`src/rtl/scpu_mem_pkg.sv`:
```
// Shared definitions for the scratch-memory bus initiator: op encodings,
// sequencer states and default bus widths.
package scpu_mem_pkg;

    localparam int ADDR_W_DEF = 16;
    localparam int DATA_W_DEF = 8;

    typedef enum logic [1:0] {
        OP_READ  = 2'b00,
        OP_WRITE = 2'b01,
        OP_FILL  = 2'b10,
        OP_RSVD  = 2'b11
    } op_e;

    typedef enum logic [1:0] {
        ST_IDLE   = 2'b00,
        ST_ACCESS = 2'b01,
        ST_FILL   = 2'b10,
        ST_RESP   = 2'b11
    } state_e;

endpackage

```
`src/rtl/mem_fill_seq.sv`:
```
// Fill sequencer: current fill address (wrapping modulo 2^ADDR_W) and the
// remaining byte count. Only instantiated when MEM_MASTER_FILL_EN is defined.
module mem_fill_seq
    import scpu_mem_pkg::*;
#(
    parameter int ADDR_W = ADDR_W_DEF
) (
    input  logic              clk,
    input  logic              rst,
    input  logic              i_load,
    input  logic              i_step,
    input  logic [ADDR_W-1:0] i_addr,
    input  logic [7:0]        i_len,
    output logic [ADDR_W-1:0] o_next_addr,
    output logic              o_last
);

    logic [ADDR_W-1:0] r_addr;
    logic [7:0]        r_cnt;

    // A loaded length of 0 counts down through 255..1, giving 256 writes.
    always_ff @(posedge clk) begin
        if (rst) begin
            r_addr <= '0;
            r_cnt  <= '0;
        end else if (i_load) begin
            r_addr <= i_addr;
            r_cnt  <= i_len;
        end else if (i_step) begin
            r_addr <= o_next_addr;
            r_cnt  <= r_cnt - 8'd1;
        end
    end

    assign o_next_addr = r_addr + ADDR_W'(1);
    assign o_last      = (r_cnt == 8'd1);

endmodule

```
`src/rtl/mem_master.sv`:
```
// Scratch-memory bus initiator: one command at a time, registered strobes,
// one-cycle response pulse. Define MEM_MASTER_FILL_EN to enable the fill op.
module mem_master
    import scpu_mem_pkg::*;
#(
    parameter int ADDR_W = ADDR_W_DEF,
    parameter int DATA_W = DATA_W_DEF
) (
    input  logic              clk,
    input  logic              rst,
    input  logic              cmd_valid,
    output logic              cmd_ready,
    input  logic [1:0]        cmd_op,
    input  logic [ADDR_W-1:0] cmd_addr,
    input  logic [DATA_W-1:0] cmd_wdata,
    input  logic [7:0]        cmd_len,
    output logic              rsp_valid,
    output logic [DATA_W-1:0] rsp_rdata,
    output logic              rsp_err,
    output logic              mem_ce,
    output logic              mem_r,
    output logic              mem_w,
    output logic              mem_oe,
    output logic [ADDR_W-1:0] mem_addr,
    output logic [DATA_W-1:0] mem_wdata,
    input  logic [DATA_W-1:0] mem_rdata
);

    state_e            r_state;
    logic              r_ready;
    logic              r_rsp_valid;
    logic              r_rsp_err;
    logic [DATA_W-1:0] r_rsp_rdata;
    logic              r_mem_ce;
    logic              r_mem_r;
    logic              r_mem_w;
    logic              r_mem_oe;
    logic [ADDR_W-1:0] r_mem_addr;
    logic [DATA_W-1:0] r_mem_wdata;

    op_e  w_op;
    logic w_accept;
    logic w_is_rw;

    assign w_op     = op_e'(cmd_op);
    assign w_accept = cmd_valid & r_ready;
    assign w_is_rw  = (w_op == OP_READ) || (w_op == OP_WRITE);

`ifdef MEM_MASTER_FILL_EN
    logic [ADDR_W-1:0] w_fill_next;
    logic              w_fill_last;

    mem_fill_seq #(.ADDR_W(ADDR_W)) u_fill_seq (
        .clk         (clk),
        .rst         (rst),
        .i_load      (w_accept && (w_op == OP_FILL)),
        .i_step      (r_state == ST_FILL),
        .i_addr      (cmd_addr),
        .i_len       (cmd_len),
        .o_next_addr (w_fill_next),
        .o_last      (w_fill_last)
    );
`else
    logic w_unused_len;
    assign w_unused_len = ^cmd_len;
`endif

    always_ff @(posedge clk) begin
        if (rst) begin
            r_state     <= ST_IDLE;
            r_ready     <= 1'b1;
            r_rsp_valid <= 1'b0;
            r_rsp_err   <= 1'b0;
            r_rsp_rdata <= '0;
            r_mem_ce    <= 1'b0;
            r_mem_r     <= 1'b0;
            r_mem_w     <= 1'b0;
            r_mem_oe    <= 1'b0;
            r_mem_addr  <= '0;
            r_mem_wdata <= '0;
        end else begin
            case (r_state)
                ST_IDLE: begin
                    if (w_accept) begin
                        r_ready <= 1'b0;
                        if (w_is_rw) begin
                            r_state     <= ST_ACCESS;
                            r_mem_ce    <= 1'b1;
                            r_mem_r     <= (w_op == OP_READ);
                            r_mem_oe    <= (w_op == OP_READ);
                            r_mem_w     <= (w_op == OP_WRITE);
                            r_mem_addr  <= cmd_addr;
                            r_mem_wdata <= cmd_wdata;
`ifdef MEM_MASTER_FILL_EN
                        end else if (w_op == OP_FILL) begin
                            r_state     <= ST_FILL;
                            r_mem_ce    <= 1'b1;
                            r_mem_w     <= 1'b1;
                            r_mem_addr  <= cmd_addr;
                            r_mem_wdata <= cmd_wdata;
`endif
                        end else begin
                            // Reserved (or disabled) op: answer with an error, never touch memory.
                            r_state     <= ST_RESP;
                            r_rsp_valid <= 1'b1;
                            r_rsp_err   <= 1'b1;
                        end
                    end
                end
                ST_ACCESS: begin
                    if (r_mem_r) begin
                        r_rsp_rdata <= mem_rdata;
                    end
                    r_mem_ce    <= 1'b0;
                    r_mem_r     <= 1'b0;
                    r_mem_oe    <= 1'b0;
                    r_mem_w     <= 1'b0;
                    r_rsp_valid <= 1'b1;
                    r_rsp_err   <= 1'b0;
                    r_state     <= ST_RESP;
                end
`ifdef MEM_MASTER_FILL_EN
                ST_FILL: begin
                    if (w_fill_last) begin
                        r_mem_ce    <= 1'b0;
                        r_mem_w     <= 1'b0;
                        r_rsp_valid <= 1'b1;
                        r_rsp_err   <= 1'b0;
                        r_state     <= ST_RESP;
                    end else begin
                        r_mem_addr <= w_fill_next;
                    end
                end
`endif
                ST_RESP: begin
                    r_rsp_valid <= 1'b0;
                    r_rsp_err   <= 1'b0;
                    r_ready     <= 1'b1;
                    r_state     <= ST_IDLE;
                end
                default: begin
                    r_state <= ST_IDLE;
                    r_ready <= 1'b1;
                end
            endcase
        end
    end

    assign cmd_ready = r_ready;
    assign rsp_valid = r_rsp_valid;
    assign rsp_err   = r_rsp_err;
    assign rsp_rdata = r_rsp_rdata;
    assign mem_ce    = r_mem_ce;
    assign mem_r     = r_mem_r;
    assign mem_w     = r_mem_w;
    assign mem_oe    = r_mem_oe;
    assign mem_addr  = r_mem_addr;
    assign mem_wdata = r_mem_wdata;

endmodule
```
`config.mk`:
```
export PLATFORM = sky130hd
export DESIGN_NAME = mem_master
export DESIGN_NICKNAME = d
export VERILOG_FILES = /design/src/rtl/scpu_mem_pkg.sv /design/src/rtl/mem_fill_seq.sv /design/src/rtl/mem_master.sv
export SDC_FILE = /design/constraint.sdc
export NUM_CORES = 1
export LEC_CHECK = 0
export CAP_MARGIN = 20
export CORE_ASPECT_RATIO = 1.5
export CORE_MARGIN = 3
export CORE_UTILIZATION = 30
export CTS_CLUSTER_SIZE = 20
export DETAILED_ROUTE_END_ITERATION = 6
export GPL_TIMING_DRIVEN = 1
export MAX_ROUTING_LAYER = met4
export SYNTH_ARGS = -nofsm -noshare
export SYNTH_HDL_FRONTEND = slang
export SYNTH_SLANG_ARGS = --single-unit
```
`constraint.sdc`:
```
create_clock -name clk -period 1.2 [get_ports clk]
set_input_delay 0.24 -clock clk [delete_from_list [all_inputs] [get_ports clk]]
set_output_delay 0.24 -clock clk [all_outputs]
set_load 0.005 [all_outputs]
```
==> impl_metrics.env <==
export IMPL_route_met2_wl_mm=1.92
export IMPL_synth_area_um2=1720
export IMPL_min_period_ns=1.31
export IMPL_final_common_cell="nand2b_1"
export IMPL_met1_length_mm=1.80
export IMPL_drt_initial_drc_count=49
export IMPL_nets=307
export IMPL_vias=1465
export IMPL_wl_met3_um=423
export IMPL_ys_seq_elements=40
export IMPL_clk_latency_ns=0.28
export IMPL_critPathKind="reg -> reg"
export IMPL_power_frac_seq_pct=50.9
export IMPL_num_rows=33
export IMPL_yosysSeqAreaShare_pct=46.5
export IMPL_fin_crit_sh_pct=110
export IMPL_drive_gt1_share_pct=16.0
export IMPL_synth_cell_type_count=24
export IMPL_layout_setup_ws_ns=-0.115
export IMPL_synth_area_leaders="dfxtp_1 47%, nand2b_1 18%, mux2i_1 15%, a21oi_1 2.6%, buf_12 2.3%"
export IMPL_io_buffer_count=75
export IMPL_postRouteAntennaNets=0
export IMPL_clockBufferDepth=2
export IMPL_mostFrequentLayoutCells="49 x nand2b_1, 40 x dlygate4sd2_1, 34 x clkdlybuf4s50_1, 26 x dfxtp_1, 25 x mux2i_1"
export IMPL_power_switching_uw=671
export IMPL_drv_slew=0
export IMPL_async_flop_share_pct=0
export IMPL_antenna_found_initial=0
export IMPL_synth_top_area_share_pct=46.5
export IMPL_yosys_warnings=0
export IMPL_top_layer="met4"
export IMPL_p_leak_nw=1.16
export IMPL_syn_nets=221
export IMPL_wl_per_cell_um=12.6
export IMPL_setup_viol=24
export IMPL_synth_edf_count=0
export IMPL_nFillCells=550
export IMPL_syn_area_per_cell_um2=9.78
export IMPL_rsz0062_at_grt="true"
export IMPL_skew_ns=0.00382
export IMPL_power_frac_comb_pct=19.6
export IMPL_finalWeightedCongestion=0.745
export IMPL_die_area_um2=6700
export IMPL_grt_pass1_wl_mm=6.84
export IMPL_arrival_ns=1.53
export IMPL_crit_path_start_kind="flop"
export IMPL_drv_cap=0
export IMPL_die_h_um=98.7
export IMPL_root_buffer="clkbuf_8"
export IMPL_pwr_share_clk_pct=29.5
export IMPL_yosys_most_used_dff="dfxtp_1"
export IMPL_cp_end_kind="flop"
export IMPL_drtPass1Iterations=3
export IMPL_cp_max_fo=5
export IMPL_drc=0
export IMPL_grt_max_degree=43
export IMPL_preCtsSetupSlack_ns=-0.477
export IMPL_viasPerCell=4.41
export IMPL_grt_util_all_layers_pct=13.4
export IMPL_start_util_pct=31.3
export IMPL_swShare_pct=23.8
export IMPL_synth_top_area_cell="dfxtp_1"
export IMPL_hold_buffers=0
export IMPL_powerDensity_nw_per_um2=1040
export IMPL_hold_class="reg -> reg"
export IMPL_final_hold_violation_count=0
export IMPL_max_clock_freq_mhz=761
export IMPL_max_slew_margin_pct=84.8
export IMPL_insertedDiodeCount=0
export IMPL_worst_pin_slew_ns=0.228
export IMPL_failed_checks="negative setup slack"
export IMPL_dp_hpwl_mm=2.84
export IMPL_netlist_instances=176
export IMPL_design_core_area_um2=5490
export IMPL_htree_levels=2
export IMPL_path_clk_slew_ns=0.08
export IMPL_syn2layout_area_growth_pct=57.9
export IMPL_grt_pass1_vias=1447
export IMPL_required_ns=1.41
export IMPL_totalWireLength_mm=4.20
export IMPL_grt_ovfl_total=0
export IMPL_die_w_um=67.8
export IMPL_worst_ir_drop_vdd_mv=0.478
export IMPL_fin_util_pct=49.5
export IMPL_cts_tree="done"
export IMPL_intPower_mw=2.15
export IMPL_status="finished, violations left"
export IMPL_ios=84
export IMPL_cts_buffers_inserted=5
export IMPL_clock_sinks=40
## flip-flops by register name, indices dropped and copies added, names as in the netlist
| register | count |
|---|---|
| mem_w | 1 |
| mem_wdata | 8 |
| rsp_rdata | 8 |
| rsp_err | 1 |
| cmd_ready | 1 |
| mem_oe | 1 |
| rsp_valid | 1 |
| mem_addr | 16 |
| r_state | 2 |
| mem_ce | 1 |
## final cells by class
| type | count | area, um^2 | area share, % |
|---|---|---|---|
| clock buffer | 6 | 72.6 | 2.67 |
| clock inverter | 1 | 5.00 | 0.184 |
| inverter | 2 | 7.51 | 0.276 |
| multi-input combinational | 119 | 805 | 29.6 |
| sequential | 40 | 818 | 30.1 |
| tap | 70 | 87.6 | 3.22 |
| timing repair buffer | 94 | 921 | 33.9 |
## power groups by stage
stage | registers [mW] | logic [mW] | clock network, mW
final | 1.44 | 0.552 | 0.832
after global routing | 1.45 | 0.599 | 0.931
after CTS | 1.44 | 0.578 | 0.886
after detailed placement | 1.46 | 0.556 | 0
after global placement | 1.46 | 0.556 | 0
after floorplan | 1.46 | 0.243 | 0
## metal layers
metal / track usage, % / vias to the layer above
met5: - / -
met4: 4.13 / 0
met3: 4.56 / 6
met2: 21.4 / 58
met1: 15.7 / 651
li1: - / 750
## cells by family (layout without fill, tap and decap cells)
logic type	count (synthesis)	count (layout)	synth area share, %
simple gates	80	80	27.3
compound gates	14	14	4.73
mux	25	25	14.5
flops	40	40	46.5
buf+inv	17	103	6.84
## final timing paths
check                                   from  cells after the start           end  slack [ns]
worst max-delay path              r_state[1]                      5   mem_addr[8]       -0.11
worst min-delay path            rsp_rdata[7]                      2  rsp_rdata[7]        0.45
worst max register to register    r_state[1]                      5   mem_addr[8]       -0.11
worst min register to register  rsp_rdata[7]                      2  rsp_rdata[7]        0.45
## repair_timing
action,4_1_cts,5_1_grt
buffers inserted,2,1
pin swaps,0,1
setup endpoints to repair,64,34
resized for setup,59,2
gates cloned,2,0
## metrics by stage
step / hold slack, ns / power [mW] / area, um^2 / TNS [ns] / instances
finish: 0.450 / 2.82 / 2720 / -1.32 / 332
global route: 0.477 / 2.98 / 2720 / -2.52 / 332
CTS: 0.453 / 2.90 / 2740 / -2.09 / 332
detailed placement: 0.446 / 2.02 / 2600 / -12.40 / 321
global placement: 0.440 / 2.02 / 2600 / -11.65 / 321
floorplan: 0.387 / 1.70 / 1720 / -3.18 / 176
## synth_stat cells, types with 2 or more instances
master and number:
clkbuf_1 7, dfxtp_1 40, inv_1 2, buf_6 2, nor3_1 5, a21oi_1 9
nand2b_1 49, and2b_1 2, nand2_1 10, nand3_1 8, nor2_1 2, buf_2 2
buf_12 2, a31oi_1 2, mux2i_1 25
## worst max-delay path, cell delays in order, from the launching register on
cell	delay, ns
dfxtp_2	0.32
and4bb_4	0.30
and2b_4	0.20
buf_12	0.12
buf_12	0.12
mux2i_1	0.18
(Power assumes the default switching activity.)
